$ cat src/rtl/pwr_seq_ctrl_if.sv
// rtl/pwr_seq_ctrl_if.sv - power command request/acknowledge interface
// Master issues domain power requests; slave (the sequencer) accepts and acknowledges them.
interface pwr_seq_ctrl_if #(
  parameter int DOM_W = 3
);
  logic             cmd_valid;
  logic             cmd_ready;
  logic [DOM_W-1:0] cmd_dom;
  logic             cmd_up;
  logic             power_ack;
  logic             cmd_err;

  modport master (
    output cmd_valid, cmd_dom, cmd_up,
    input  cmd_ready, power_ack, cmd_err
  );

  modport slave (
    input  cmd_valid, cmd_dom, cmd_up,
    output cmd_ready, power_ack, cmd_err
  );
endinterface

$ cat src/rtl/pwr_seq_ctrl.sv
// rtl/pwr_seq_ctrl.sv - multi-domain power sequencer driving save/iso/switch/reset/restore controls
// Define PWR_SEQ_RETENTION_EN to build the SAVE/RESTORE retention steps.
module pwr_seq_ctrl #(
  parameter int                     NUM_DOMAINS = 5,
  parameter int                     DOM_W       = 3,
  parameter int                     ISO_DLY     = 2,
  parameter int                     SD_DLY      = 4,
  parameter int                     RST_CYC     = 2,
  parameter logic [NUM_DOMAINS-1:0] RET_MASK    = 5'b00101
) (
  input  logic                   clock,
  input  logic                   reset,
  pwr_seq_ctrl_if.slave          bus,
  output logic [NUM_DOMAINS-1:0] iso,
  output logic [NUM_DOMAINS-1:0] sd,
  output logic [NUM_DOMAINS-1:0] save,
  output logic [NUM_DOMAINS-1:0] restore,
  output logic [NUM_DOMAINS-1:0] dom_rst,
  output logic [NUM_DOMAINS-1:0] pwr_on
);

  localparam int MAX_DLY = (ISO_DLY > SD_DLY) ? ((ISO_DLY > RST_CYC) ? ISO_DLY : RST_CYC)
                                              : ((SD_DLY > RST_CYC) ? SD_DLY : RST_CYC);
  localparam int CNT_W   = (MAX_DLY > 1) ? $clog2(MAX_DLY) : 1;

`ifdef PWR_SEQ_RETENTION_EN
  typedef enum logic [2:0] {IDLE, SAVE, ISO, SD, UNSD, RST, RESTORE, ACK} state_t;
`else
  typedef enum logic [2:0] {IDLE, ISO, SD, UNSD, RST, ACK} state_t;
`endif

  state_t                 state;
  logic [CNT_W-1:0]       cnt;
  logic [NUM_DOMAINS-1:0] mask;
  logic [NUM_DOMAINS-1:0] sel;
  logic                   redundant;

  // An out-of-range index shifts the bit off the top, leaving sel empty.
  assign sel       = NUM_DOMAINS'(1) << bus.cmd_dom;
  assign redundant = bus.cmd_up ? (|(pwr_on & sel)) : ~(|(pwr_on & sel));
  assign bus.cmd_ready = (state == IDLE);

`ifdef PWR_SEQ_RETENTION_EN
  logic retain_sel;
  logic retain_cur;
  assign retain_sel = |(RET_MASK & sel);
  assign retain_cur = |(RET_MASK & mask);
`else
  assign save    = '0;
  assign restore = '0;
`endif

  always_ff @(posedge clock or negedge reset) begin
    if (!reset) begin
      state         <= IDLE;
      cnt           <= '0;
      mask          <= '0;
      iso           <= '0;
      sd            <= '0;
      dom_rst       <= '0;
      pwr_on        <= '1;
      bus.power_ack <= 1'b0;
      bus.cmd_err   <= 1'b0;
`ifdef PWR_SEQ_RETENTION_EN
      save          <= '0;
      restore       <= '0;
`endif
    end else begin
      case (state)
        IDLE: begin
          if (bus.cmd_valid) begin
            mask <= sel;
            if (!(|sel)) begin
              state         <= ACK;
              bus.power_ack <= 1'b1;
              bus.cmd_err   <= 1'b1;
            end else if (redundant) begin
              state         <= ACK;
              bus.power_ack <= 1'b1;
            end else if (bus.cmd_up) begin
              state <= UNSD;
              sd    <= sd & ~sel;
              cnt   <= CNT_W'(SD_DLY - 1);
            end
`ifdef PWR_SEQ_RETENTION_EN
            else if (retain_sel) begin
              state <= SAVE;
              save  <= save | sel;
            end
`endif
            else begin
              state <= ISO;
              iso   <= iso | sel;
              cnt   <= CNT_W'(ISO_DLY - 1);
            end
          end
        end
`ifdef PWR_SEQ_RETENTION_EN
        SAVE: begin
          state <= ISO;
          save  <= save & ~mask;
          iso   <= iso | mask;
          cnt   <= CNT_W'(ISO_DLY - 1);
        end
`endif
        ISO: begin
          if (cnt == '0) begin
            state <= SD;
            sd    <= sd | mask;
            cnt   <= CNT_W'(SD_DLY - 1);
          end else begin
            cnt <= cnt - 1'b1;
          end
        end
        SD: begin
          if (cnt == '0) begin
            state         <= ACK;
            pwr_on        <= pwr_on & ~mask;
            bus.power_ack <= 1'b1;
          end else begin
            cnt <= cnt - 1'b1;
          end
        end
        UNSD: begin
          if (cnt == '0) begin
            state   <= RST;
            dom_rst <= dom_rst | mask;
            cnt     <= CNT_W'(RST_CYC - 1);
          end else begin
            cnt <= cnt - 1'b1;
          end
        end
        RST: begin
          if (cnt == '0) begin
            dom_rst <= dom_rst & ~mask;
`ifdef PWR_SEQ_RETENTION_EN
            if (retain_cur) begin
              state   <= RESTORE;
              restore <= restore | mask;
            end else
`endif
            begin
              // Isolation is released on the same edge the domain reads as powered.
              state         <= ACK;
              iso           <= iso & ~mask;
              pwr_on        <= pwr_on | mask;
              bus.power_ack <= 1'b1;
            end
          end else begin
            cnt <= cnt - 1'b1;
          end
        end
`ifdef PWR_SEQ_RETENTION_EN
        RESTORE: begin
          state         <= ACK;
          restore       <= restore & ~mask;
          iso           <= iso & ~mask;
          pwr_on        <= pwr_on | mask;
          bus.power_ack <= 1'b1;
        end
`endif
        ACK: begin
          state         <= IDLE;
          bus.power_ack <= 1'b0;
          bus.cmd_err   <= 1'b0;
        end
        default: state <= IDLE;
      endcase
    end
  end

endmodule

$ cat src/flat_wrapper.sv
// flat-port wrapper written by rule: the top's interface ports become plain ports
module pwr_seq_ctrl_flat 
#(
  parameter int                     NUM_DOMAINS = 5,
  parameter int                     DOM_W       = 3,
  parameter int                     ISO_DLY     = 2,
  parameter int                     SD_DLY      = 4,
  parameter int                     RST_CYC     = 2,
  parameter logic [NUM_DOMAINS-1:0] RET_MASK    = 5'b00101
)
  (clock, reset, iso, sd, save, restore, dom_rst, pwr_on, bus_cmd_valid, bus_cmd_dom, bus_cmd_up, bus_cmd_ready, bus_power_ack, bus_cmd_err);
  pwr_seq_ctrl_if #(.DOM_W(DOM_W)) bus_i ();
  input  logic clock;
  input  logic reset;
  output logic [NUM_DOMAINS-1:0] iso;
  output logic [NUM_DOMAINS-1:0] sd;
  output logic [NUM_DOMAINS-1:0] save;
  output logic [NUM_DOMAINS-1:0] restore;
  output logic [NUM_DOMAINS-1:0] dom_rst;
  output logic [NUM_DOMAINS-1:0] pwr_on;
  input wire logic [$bits(bus_i.cmd_valid)-1:0] bus_cmd_valid;
  input wire logic [$bits(bus_i.cmd_dom)-1:0] bus_cmd_dom;
  input wire logic [$bits(bus_i.cmd_up)-1:0] bus_cmd_up;
  output wire logic [$bits(bus_i.cmd_ready)-1:0] bus_cmd_ready;
  output wire logic [$bits(bus_i.power_ack)-1:0] bus_power_ack;
  output wire logic [$bits(bus_i.cmd_err)-1:0] bus_cmd_err;
  assign bus_i.cmd_valid = bus_cmd_valid;
  assign bus_i.cmd_dom = bus_cmd_dom;
  assign bus_i.cmd_up = bus_cmd_up;
  assign bus_cmd_ready = bus_i.cmd_ready;
  assign bus_power_ack = bus_i.power_ack;
  assign bus_cmd_err = bus_i.cmd_err;
  pwr_seq_ctrl #(.NUM_DOMAINS(NUM_DOMAINS), .DOM_W(DOM_W), .ISO_DLY(ISO_DLY), .SD_DLY(SD_DLY), .RST_CYC(RST_CYC), .RET_MASK(RET_MASK)) u_core (.clock(clock), .reset(reset), .bus(bus_i), .iso(iso), .sd(sd), .save(save), .restore(restore), .dom_rst(dom_rst), .pwr_on(pwr_on));
endmodule
$ cat config.mk
export PLATFORM = sky130hd
export DESIGN_NAME = pwr_seq_ctrl_flat
export DESIGN_NICKNAME = d
export VERILOG_FILES = /design/src/rtl/pwr_seq_ctrl_if.sv /design/src/rtl/pwr_seq_ctrl.sv /design/src/flat_wrapper.sv
export SDC_FILE = /design/constraint.sdc
export NUM_CORES = 1
export LEC_CHECK = 0
export BUFFER_PORTS_ARGS = -buffer_cell sky130_fd_sc_hd__buf_2
export CAP_MARGIN = 20
export CORE_MARGIN = 2
export CORE_UTILIZATION = 30
export DETAILED_ROUTE_END_ITERATION = 7
export PLACE_DENSITY_LB_ADDON = 0.1
export SYNTH_ARGS = -nofsm -noshare
export SYNTH_HDL_FRONTEND = slang
export SYNTH_SLANG_ARGS = --single-unit
$ cat constraint.sdc
create_clock -name clock -period 3.6 [get_ports clock]
set_input_delay 0.18 -clock clock [delete_from_list [all_inputs] [get_ports clock]]
set_output_delay 0.18 -clock clock [all_outputs]
set_load 0.01 [all_outputs]
-- Yosys cells after proc, flatten, opt, wreduce, memory -nomap -nowiden
Index checks and enable logic that the tools add are counted.
- bits in registers: 32
- input port bits: 7
- output and inout bits: 33
- word-level logic and storage cells: 105
- add/subtract/negate cells: 1
- equal/unequal tests: 18
- shifts and indexed selects: 1
- muxes and demuxes: 43
- bitwise gates (word level): 12
- reductions and logical operators: 21
- operator list (operator ; count):
    5-bit two-way mux ; 14
    5-bit case mux with 2 select lines ; 4
    5-bit bitwise AND ; 5
    5-bit bitwise OR ; 4
    3-bit two-way mux ; 6
    2-bit two-way mux ; 8
    2-bit by 1-bit != test with 1-bit output, second input constant ; 6
    2-bit != test, second input constant ; 6
    3-bit case mux with 4 select lines ; 1
    6-bit AND reduction ; 2
    5-bit NOT ; 2
    2-bit nonzero test ; 5
    5-bit OR reduction ; 2
    3-bit AND reduction ; 3
    2-bit case mux with 4 select lines ; 1
    4-bit AND reduction ; 2
    1-bit two-way mux ; 7
    3-bit by 2-bit == test with 1-bit output, second input constant ; 2
    3-bit == test, second input constant ; 2
    5-bit AND reduction ; 1
    1-bit by 3-bit << shifter with 5-bit output, first input constant ; 1
    4-bit nonzero test ; 1
    3-bit by 1-bit == test with 1-bit output, second input constant ; 1
    3-bit logical NOT ; 1
    9 further kinds ; 9

-- Depth between registers and ports, before layout
Gate-level depths: netlist (run 1).
- depth after elaboration: 9
- mapped depth: 9
- mapped depth without buffers: 8

-- Worst setup path before layout (run 1)
OpenSTA, ideal clock, no wires.
- path kind: input to register
- start point: input bus_cmd_dom[2]
- end point: register u_core.cnt[1]
- setup time: 0.125 ns
- arrival time: 2.309 ns
- required time: 3.475 ns
- path slack: 1.166 ns
- stages: 9
- buffers on the path: 1
- cells stage by stage: buf_2 mux2_2 a22o_1 a221oi_1 ha_1 or3_1 nor2_1 a221o_1 mux2_2
- longest elaborated chain between the ends: 7
- elaborated cells on any way between the ends: 9
- those cells by class: eq/ne: 2; shift: 1; mux: 1; bitwise: 2; reduce/logical: 3
- RTL lines (what ; line ; source):
    start: declaration ; flat_wrapper.sv:22 ; input wire logic [$bits(bus_i.cmd_dom)-1:0] bus_cmd_dom;
    1-bit by 3-bit << shifter with 5-bit output (*) ; pwr_seq_ctrl.sv:39 ; assign sel = NUM_DOMAINS'(1) << bus.cmd_dom;
    5-bit bitwise AND ; pwr_seq_ctrl.sv:40 ; assign redundant = bus.cmd_up ? (|(pwr_on & sel)) : ~(|(pwr_on & sel));
    5-bit OR reduction ; pwr_seq_ctrl.sv:40 ;
    1-bit NOT ; pwr_seq_ctrl.sv:40 ;
    1-bit two-way mux ; pwr_seq_ctrl.sv:40 ;
    2-bit != test (no line) ; n/a ;
    5-bit AND reduction (no line) (*) ; n/a ;
    end signal: assignment ; pwr_seq_ctrl.sv:83 ; cnt <= CNT_W'(SD_DLY - 1);
    end signal: assignment ; pwr_seq_ctrl.sv:94 ; cnt <= CNT_W'(ISO_DLY - 1);
    end signal: assignment ; pwr_seq_ctrl.sv:110 ; cnt <= CNT_W'(SD_DLY - 1);
    end: declaration ; pwr_seq_ctrl.sv:33 ; logic [CNT_W-1:0] cnt;
Every way passes the cells marked *; elsewhere a longest branch is shown, timed or not.
A chain may end at the register's enable or synchronous reset.

==> impl_metrics.py, run 1 <==
metrics = {
    "logic_synthesis": {
        "ys_types": 43,
        "seq_area_frac_synth_pct": 45.5,
        "syn_avg_cell_area_um2": 9.34,
        "yosys.area.top_type": "dfrtp_1",
        "synth.most_common_cell": "a21oi_1",
        "synth-edff-count": 0,
        "synth.area.top_cells": "dfrtp_1 38%, a21oi_1 8.7%, dfstp_2 7.4%, nand2_1 4.9%, buf_4 4.2%",
        "syn-instance-count": 190,
        "synth_ff_type": "dfrtp_1",
        "synth_top_area_share_pct": 38.1,
        "yosysWarnings": 0,
        "synth_seq_cells": 32,
        "syn_area_um2": 1780,
        "synth_common_cells": "31 x a21oi_1, 27 x dfrtp_1, 23 x nand2_1",
        "synth-async-reset-ratio_pct": 100,
    },
    "clock_network": {
        "cts_root_buffer": "clkbuf_8",
        "clockBufferDepth": 2,
        "htree_levels": 2,
        "cts_tree": "built",
        "path_clk_slew_ns": 0.07,
        "clock_sink_count": 32,
        "cts_buffers": 5,
        "clk_latency_ns": 0.28,
    },
    "die": {
        "die_area_um2": 6550,
        "fp-row-count": 28,
        "fp.dieW_um": 80.9,
        "ios": 40,
        "dieHeight_um": 80.9,
        "core_area_um2": 5820,
        "start_util_pct": 30.5,
    },
    "critical_path": {
        "max_stage_delay_ns": 0.39,
        "cp-start-kind": "flop",
        "worstSetupEndpointType": "flop",
        "cp.arrival_ns": 2.75,
        "path_common_cell": "mux2_2",
        "crit_type": "flop to flop",
        "cp_slowest_cell": "dfstp_2",
        "path_cells": "mux2_2 > a22o_1 > a221oi_1 > ha_1 > or3_1 > nor2_1 > a221o_1 > mux2_2",
        "critPathRequiredTime_ns": 3.76,
        "critPathMaxFanout": 4,
        "ff2ff_path_depth": 8,
    },
    "cells_and_area": {
        "n_antenna_cell": 0,
        "area_delta_synth_final_pct": 14.2,
        "drive_gt1_share_pct": 24.3,
        "nets": 227,
    },
    "hold_path": {
        "min_from": "bus_cmd_dom[2]",
        "hold_path.class": "primary input to flop",
        "whs_path_depth": 3,
    },
    "placement": {
        "place_ws_ns": 0.937,
        "port-buffer-count": 29,
        "gp_congestion": 0.724,
        "dp_hpwl_um": 3000,
    },
    "sta": {
        "rsz0062_at_grt": "false",
        "setup_tns_ns": 0,
        "drv_slew": 0,
        "worst_clock_skew_ns": 0.0119,
        "tightest_slew_ns": 0.832,
        "max-slew-margin-rel_pct": 44.1,
        "min_period_over_period_pct": 71.8,
        "max_freq_mhz": 387,
        "setup_violations": 0,
        "hold_viol_final": 0,
        "min_period_ns": 2.59,
        "timing.final.ws_setup_ns": 1.01,
    },
    "pwr": {
        "swShare_pct": 40.2,
        "internal_power_mw": 0.875,
        "p_seq_share_pct": 44.0,
        "clkPwrFrac_pct": 19.9,
        "p_comb_share_pct": 36.1,
        "power_density_nw_per_um2": 721,
        "vdd_drop_max_v": 0.000274,
        "p_leak_nw": 0.924,
        "netSwitchingPower_mw": 0.587,
    },
    "global_routing": {
        "grt_use_total_pct": 14.3,
        "first_global_vias": 1361,
        "grt_max_degree": 33,
        "grt_overflow": 0,
        "antenna_found_initial": 0,
        "grt_pass1_wl_um": 7040,
    },
    "detailed_routing": {
        "routed_wl_um": 4320,
        "wl_per_cell_um": 14.7,
        "first_pass_iters": 4,
        "drc": 0,
        "ant_nets": 0,
        "vias": 1438,
        "vias_per_cell": 4.91,
        "drtIter0Drc": 45,
    },
    "run": {
        "maxCapViolations": 0,
    },
    "status": {
        "run_status": "completed",
    },
}
power groups by stage:
stage	registers [mW]	clock network (mW)	logic, mW
final	0.643	0.292	0.527
after global routing	0.667	0.318	0.606
after CTS	0.645	0.301	0.537
after detailed placement	0.651	0	0.534
after global placement	0.653	0	0.533
after floorplan	0.590	0	0.429
metal layers:
layer / up-vias / routed length (µm) / GRT usage [%]
met2: 34 / 1940 / 21.7
li1: 711 / - / -
met3: 8 / 214 / 3.67
met5: - / 0 / 0
met1: 685 / 2070 / 19.5
met4: 0 / 94 / 5.59
area by class of cell:
cell class	instances	area, µm²
clock inverters	2	10.0
flip-flops and latches	32	807
multi-input cells	142	852
well taps	75	93.8
fillers	637	3790
clock buffers	6	82.6
repair buffers	31	163
inverters	5	18.8
kinds of logic after synthesis:
group / after synthesis / share of synthesized area, %
other: 1 / 0.211
flip-flops: 32 / 45.5
adder cells (fa/ha/maj): 3 / 2.11
AND/OR/NAND/NOR: 61 / 18.3
multiplexers: 7 / 4.37
buffers and inverters: 25 / 8.46
AO/OA/AOI/OAI: 61 / 21.1
cell usage in the layout, fill, tap and decap left out, types with 3 or more instances in the layout:
master,synthesis,final
mux2_2,6,6
clkbuf_8,0,6
nand2b_1,5,5
a22o_1,6,6
ha_1,3,3
nor2_1,14,14
nand2_1,23,23
dfstp_2,5,5
inv_1,5,5
o21ai_0,9,9
a21oi_1,31,31
conb_1,1,10
dfrtp_1,27,27
nor3_1,4,4
buf_2,3,29
critical path: cells and delay by family, from the launching register on:
kind / cells / cell delay (ns)
compound gates: 3 / 0.66
fa+ha+maj: 1 / 0.33
flops: 1 / 0.39
mux: 2 / 0.60
simple gates: 2 / 0.48
metrics by stage:
stage	instance area, µm²	hold WS (ns)	power (mW)	util, %	std cells
floorplan	1810	-0.116	1.02	-	199
global placement	1920	0.299	1.19	33.1	284
detailed placement	1920	0.297	1.19	33.1	284
CTS	2030	0.233	1.48	34.9	293
global route	2030	0.259	1.59	34.9	293
finish	2030	0.237	1.46	34.9	293
path summary, 6_finish.rpt:
path | end | slack (ns)
max | u_core.cnt[1] | 1.01
min | u_core.mask[4] | 0.24
max reg2reg | u_core.cnt[1] | 1.01
min reg2reg | u_core.sd[3] | 0.50
max in group asynchronous | u_core.mask[1] | 2.63
min in group asynchronous | asynchronous set/reset pin | 0.50
what timing repair did:
| action | 4_1_cts | 5_1_grt |
|---|---|---|
| setup buffers | 0 | 0 |
| gates resized for setup | 0 | 0 |
| hold buffers | 1 | 0 |
| endpoints found under the hold margin | 27 | 0 |
Power figures use the tool's default switching activity.
==> inputs of run 2 (changes only) <==
==> constraint.sdc (replaced) <==
create_clock -name clock -period 2.3 [get_ports clock]
set_input_delay 0.115 -clock clock [delete_from_list [all_inputs] [get_ports clock]]
set_output_delay 0.115 -clock clock [all_outputs]
set_load 0.01 [all_outputs]
==> impl_metrics.py, run 2 (synthesis results as in run 1) <==
metrics = {
    "status": {
        "run_status": "complete, but fails checks",
        "violations": "negative setup slack",
    },
    "pwr": {
        "p_leak_nw": 1.02,
        "vdd_drop_max_v": 0.000468,
        "internal_power_mw": 1.47,
        "netSwitchingPower_mw": 0.944,
        "swShare_pct": 39.1,
        "power_mw": 2.42,
        "p_seq_share_pct": 38.1,
        "clkPwrFrac_pct": 18.4,
        "power_density_nw_per_um2": 1090,
        "p_comb_share_pct": 43.5,
    },
    "critical_path": {
        "worstSetupEndpointType": "flop",
        "reg2reg_to": "u_core.sd[4]",
        "r2r_slack_ns": -0.07,
        "critPathRequiredTime_ns": 2.47,
        "ff2ff_path_depth": 9,
        "cp.arrival_ns": 2.53,
        "crit_type": "flop to flop",
        "cp-start-kind": "flop",
        "critPathMaxFanout": 5,
    },
    "sta": {
        "min_period_ns": 2.37,
        "tightest_slew_ns": 0.741,
        "hold_viol_final": 0,
        "drv_slew": 0,
        "setup_violations": 7,
        "min_period_over_period_pct": 103,
        "max-slew-margin-rel_pct": 50.6,
        "rsz0062_at_grt": "true",
        "timing.final.ws_setup_ns": -0.0667,
        "max_freq_mhz": 423,
        "setup_tns_ns": -0.342,
        "worst_clock_skew_ns": 0.00508,
    },
    "die": {
        "fp-row-count": 28,
        "ios": 40,
        "start_util_pct": 30.5,
        "core_area_um2": 5820,
        "fp.dieW_um": 80.9,
        "dieHeight_um": 80.9,
        "die_area_um2": 6550,
    },
    "hold_path": {
        "whs_path_depth": 3,
        "hold_path.class": "primary input to flop",
        "hold_path_end": "u_core.bus.power_ack",
        "min_from": "bus_cmd_valid",
    },
    "detailed_routing": {
        "vias_per_cell": 4.87,
        "first_pass_iters": 4,
        "ant_nets": 0,
        "drc": 0,
        "wl_per_cell_um": 14.5,
        "drtIter0Drc": 47,
        "routed_wl_um": 4510,
        "vias": 1514,
    },
    "global_routing": {
        "first_global_vias": 1375,
        "grt_overflow": 0,
        "antenna_found_initial": 0,
        "grt_use_total_pct": 14.3,
        "grt_max_degree": 33,
        "grt_pass1_wl_um": 6980,
    },
    "run": {
        "maxCapViolations": 0,
    },
    "placement": {
        "placed_cells": 300,
        "place_ws_ns": -0.114,
        "dp_hpwl_um": 3140,
        "port-buffer-count": 29,
        "placed_area_um2": 2060,
        "gp_congestion": 0.739,
    },
    "cells_and_area": {
        "stdcell_area_um2": 2220,
        "final_common_cell": "buf_2",
        "stdcell_count": 311,
        "final_cell_mix": "29 x buf_2, 27 x dfrtp_1, 25 x a21oi_1, 23 x nand2_1, 18 x buf_4",
        "area_delta_synth_final_pct": 25.0,
        "drive_gt1_share_pct": 33.9,
        "fillers": 647,
        "n_antenna_cell": 0,
        "nets": 245,
    },
    "clock_network": {
        "clockBufferDepth": 2,
        "cts_tree": "built",
        "cts_root_buffer": "clkbuf_8",
        "cts_buffers": 5,
        "htree_levels": 2,
        "path_clk_slew_ns": 0.07,
        "clk_latency_ns": 0.28,
        "clock_sink_count": 32,
    },
}
==> run 2: cell types whose count changed in the layout (fill, tap and decap cells not counted), sizes merged <==
cell,before,now
clkbuf,6,8
buf,30,48
clkinv,2,0
==> run 2: through the flow <==
stage / hold slack [ns] / utilization, %
after floorplan: -0.181 / -
after global placement: 0.229 / 35.4
after detailed placement: 0.236 / 35.4
after CTS: 0.219 / 37.3
after global routing: 0.233 / 38.2
final: 0.221 / 38.2
==> run 2: power by group through the flow <==
stage / clock network, mW / registers (mW) / logic [mW]
after global placement: 0 / 0.921 / 1.03
after CTS: 0.467 / 0.915 / 1.04
final: 0.445 / 0.922 / 1.05
after detailed placement: 0 / 0.922 / 1.03
after floorplan: 0 / 0.924 / 0.693
after global routing: 0.487 / 0.949 / 1.18
==> run 2: what timing repair did <==
item | CTS | global route
pin swaps | 7 | 4
hold endpoints to repair | 27 | 0
hold buffers | 1 | 0
endpoints found under the setup margin | 7 | 12
buffers inserted | 1 | 1
resized for setup | 1 | 10
==> run 2: worst max path at each step <==
stage                     from  slack, ns  cells after the start             to
after floorplan           flop      -0.08                      8  u_core.cnt[1]
after global placement    flop      -0.06                      8  u_core.cnt[1]
after detailed placement  flop      -0.11                      8  u_core.cnt[1]
after CTS                 flop      -0.08                      8  u_core.cnt[1]
after global routing      flop      -0.20                      9   u_core.sd[4]
final                     flop      -0.07                      9   u_core.sd[4]
==> run 2: final cells by class <==
cell class,instances,area (µm²),share of cell area (%)
multi-input combinational,142,908,40.9
tap,75,93.8,4.23
clock buffer,8,90.1,4.06
timing repair buffer,49,302,13.6
sequential,32,807,36.4
inverter,5,18.8,0.846
==> run 2: worst max-delay path: stages, from the launching register on <==
cell	delay, ns
dfstp_2	0.37
mux2_2	0.25
a22o_1	0.19
a221oi_2	0.20
ha_1	0.29
or3_4	0.40
nor3_2	0.15
buf_4	0.16
nand3_2	0.07
a22o_1	0.17
==> run 2: layer usage <==
layer / track usage [%] / part of all wire, % / up-vias
li1: - / - / 749
met1: 19.4 / 48 / 727
met2: 22.3 / 48 / 34
met3: 3.44 / 4.1 / 4
met4: 4.92 / 0.80 / 0
met5: 0 / 0 / -
==> inputs of run 3 (changes only) <==
--- a/config.mk
+++ b/config.mk
@@ -6,7 +6,7 @@
 export NUM_CORES = 1
 export LEC_CHECK = 0
 export BUFFER_PORTS_ARGS = -buffer_cell sky130_fd_sc_hd__buf_2
-export CAP_MARGIN = 20
+export CAP_MARGIN = 40
 export CORE_MARGIN = 2
 export CORE_UTILIZATION = 30
 export DETAILED_ROUTE_END_ITERATION = 7
@@ -14,3 +14,4 @@
 export SYNTH_ARGS = -nofsm -noshare
 export SYNTH_HDL_FRONTEND = slang
 export SYNTH_SLANG_ARGS = --single-unit
+export TNS_END_PERCENT = 20
==> impl_metrics.py, run 3 (synthesis results as in run 1) <==
metrics = {
    "hold_path": {
        "hold_path.class": "primary input to flop",
        "whs_path_depth": 3,
        "min_from": "bus_cmd_valid",
        "hold_path_end": "u_core.bus.power_ack",
    },
    "detailed_routing": {
        "wl_per_cell_um": 14.3,
        "vias": 1477,
        "routed_wl_um": 4440,
        "drc": 0,
        "wl_met1_um": 2140,
        "first_pass_iters": 4,
        "met3WireLength_um": 172,
        "drtIter0Drc": 69,
        "vias_per_cell": 4.76,
        "top_layer": "met4",
        "route.met2.wl_um": 2090,
        "ant_nets": 0,
    },
    "cells_and_area": {
        "multi_input_area_um2": 875,
        "seqCellArea_um2": 807,
        "fillers": 645,
        "stdcell_area_um2": 2170,
        "nets": 244,
        "area_delta_synth_final_pct": 22.5,
        "n_antenna_cell": 0,
        "final_common_cell": "a21oi_1",
        "final_cell_mix": "31 x a21oi_1, 29 x buf_2, 27 x dfrtp_1, 23 x nand2_1, 18 x buf_4",
        "drive_gt1_share_pct": 30.2,
    },
    "pwr": {
        "p_seq_share_pct": 38.2,
        "p_comb_share_pct": 43.2,
        "clkPwrFrac_pct": 18.7,
        "vdd_drop_max_v": 0.000464,
        "p_leak_nw": 1.01,
        "power_density_nw_per_um2": 1100,
        "power_mw": 2.39,
        "swShare_pct": 38.8,
        "internal_power_mw": 1.46,
        "netSwitchingPower_mw": 0.927,
    },
    "global_routing": {
        "first_global_vias": 1374,
        "antenna_found_initial": 0,
        "grt_use_total_pct": 14.3,
        "grt_pass1_wl_um": 6970,
        "grt_max_degree": 33,
        "grt_overflow": 0,
    },
    "clock_network": {
        "clockBufferDepth": 2,
        "path_clk_slew_ns": 0.07,
        "cts_tree": "built",
        "cts_buffers": 5,
        "cts_root_buffer": "clkbuf_8",
        "clock_sink_count": 32,
        "htree_levels": 2,
        "clk_latency_ns": 0.28,
    },
    "critical_path": {
        "ff2ff_path_depth": 8,
        "critPathMaxFanout": 2,
        "r2r_slack_ns": -0.07,
        "cp.arrival_ns": 2.53,
        "worstSetupEndpointType": "flop",
        "reg2reg_to": "u_core.cnt[1]",
        "cp-start-kind": "flop",
        "cp_slowest_cell": "or3_4",
        "critPathRequiredTime_ns": 2.47,
        "crit_type": "flop to flop",
        "max_stage_delay_ns": 0.40,
        "path_cells": "mux2_2 > a22o_1 > a221oi_2 > ha_1 > or3_4 > nor2_4 > a221o_1 > mux2_4",
    },
    "die": {
        "dieHeight_um": 80.9,
        "fp.dieW_um": 80.9,
        "core_area_um2": 5820,
        "die_area_um2": 6550,
        "start_util_pct": 30.5,
        "fp-row-count": 28,
        "ios": 40,
    },
    "sta": {
        "min_period_over_period_pct": 103,
        "max-slew-margin-rel_pct": 50.3,
        "rsz0062_at_grt": "true",
        "tightest_slew_ns": 0.745,
        "drv_slew": 0,
        "timing.final.ws_setup_ns": -0.0656,
        "min_period_ns": 2.37,
        "hold_viol_final": 0,
        "setup_violations": 5,
        "max_freq_mhz": 423,
        "worst_clock_skew_ns": 0.00615,
    },
    "status": {
        "violations": "negative setup slack",
        "run_status": "complete, but fails checks",
    },
    "run": {
        "maxCapViolations": 0,
    },
    "placement": {
        "dp_hpwl_um": 3140,
        "gp_congestion": 0.739,
        "port-buffer-count": 29,
        "placed_area_um2": 2060,
    },
}
[run 3: how the worst max path moves through the flow]
stage	start	end	slack [ns]
floorplan	flop	u_core.cnt[1]	-0.08
global placement	flop	u_core.cnt[1]	-0.06
detailed placement	flop	u_core.cnt[1]	-0.11
CTS	flop	u_core.cnt[1]	-0.08
global route	flop	u_core.cnt[1]	-0.20
finish	flop	u_core.cnt[1]	-0.07
[run 3: critical path: cells and delay by family (launching register included)]
family	cells	cell delay [ns]
AOI/OAI and AO/OA	3	0.57
adders and majority gates	1	0.29
DFF	1	0.37
muxes	2	0.55
and+or+nand+nor	2	0.48
[run 3: routing by layer]
layer,track usage [%],up-vias
met5,0,-
met4,4.92,0
met3,3.44,4
met2,22.3,31
met1,19.3,698
li1,-,744
[run 3: cell type report]
cell class,count,share of cell area (%)
Inverter,5,0.863
Clock buffer,8,4.14
Tap cell,75,4.32
Sequential cell,32,37.1
Multi-Input combinational cell,142,40.2
Timing Repair Buffer,48,13.3
[run 3: per-stage QoR]
stage	setup slack (ns)	setup TNS [ns]	hold slack, ns	util (%)	cells
floorplan	-0.0836	-0.100	-0.181	-	199
global placement	-0.0552	-0.0754	0.229	35.4	300
detailed placement	-0.114	-0.470	0.236	35.4	300
CTS	-0.0802	-0.131	0.219	37.3	310
global route	-0.196	-1.32	0.233	37.4	310
finish	-0.0656	-0.109	0.221	37.4	310
[run 3: power groups by stage]
| stage | sequential (mW) | combinational [mW] | clock [mW] |
|---|---|---|---|
| 6_report | 0.911 | 1.03 | 0.446 |
| 5_1_grt | 0.939 | 1.16 | 0.487 |
| 4_1_cts | 0.915 | 1.04 | 0.467 |
| 2_1_floorplan | 0.924 | 0.693 | 0 |
| 3_5_place_dp | 0.922 | 1.03 | 0 |
| 3_3_place_gp | 0.921 | 1.03 | 0 |
[run 3: repair_timing]
item,4_1_cts,5_1_grt
pin swaps,6,4
endpoints found under the setup margin,7,12
setup buffers,1,0
gates resized for setup,0,2
hold buffers,1,0
hold endpoints to repair,27,0
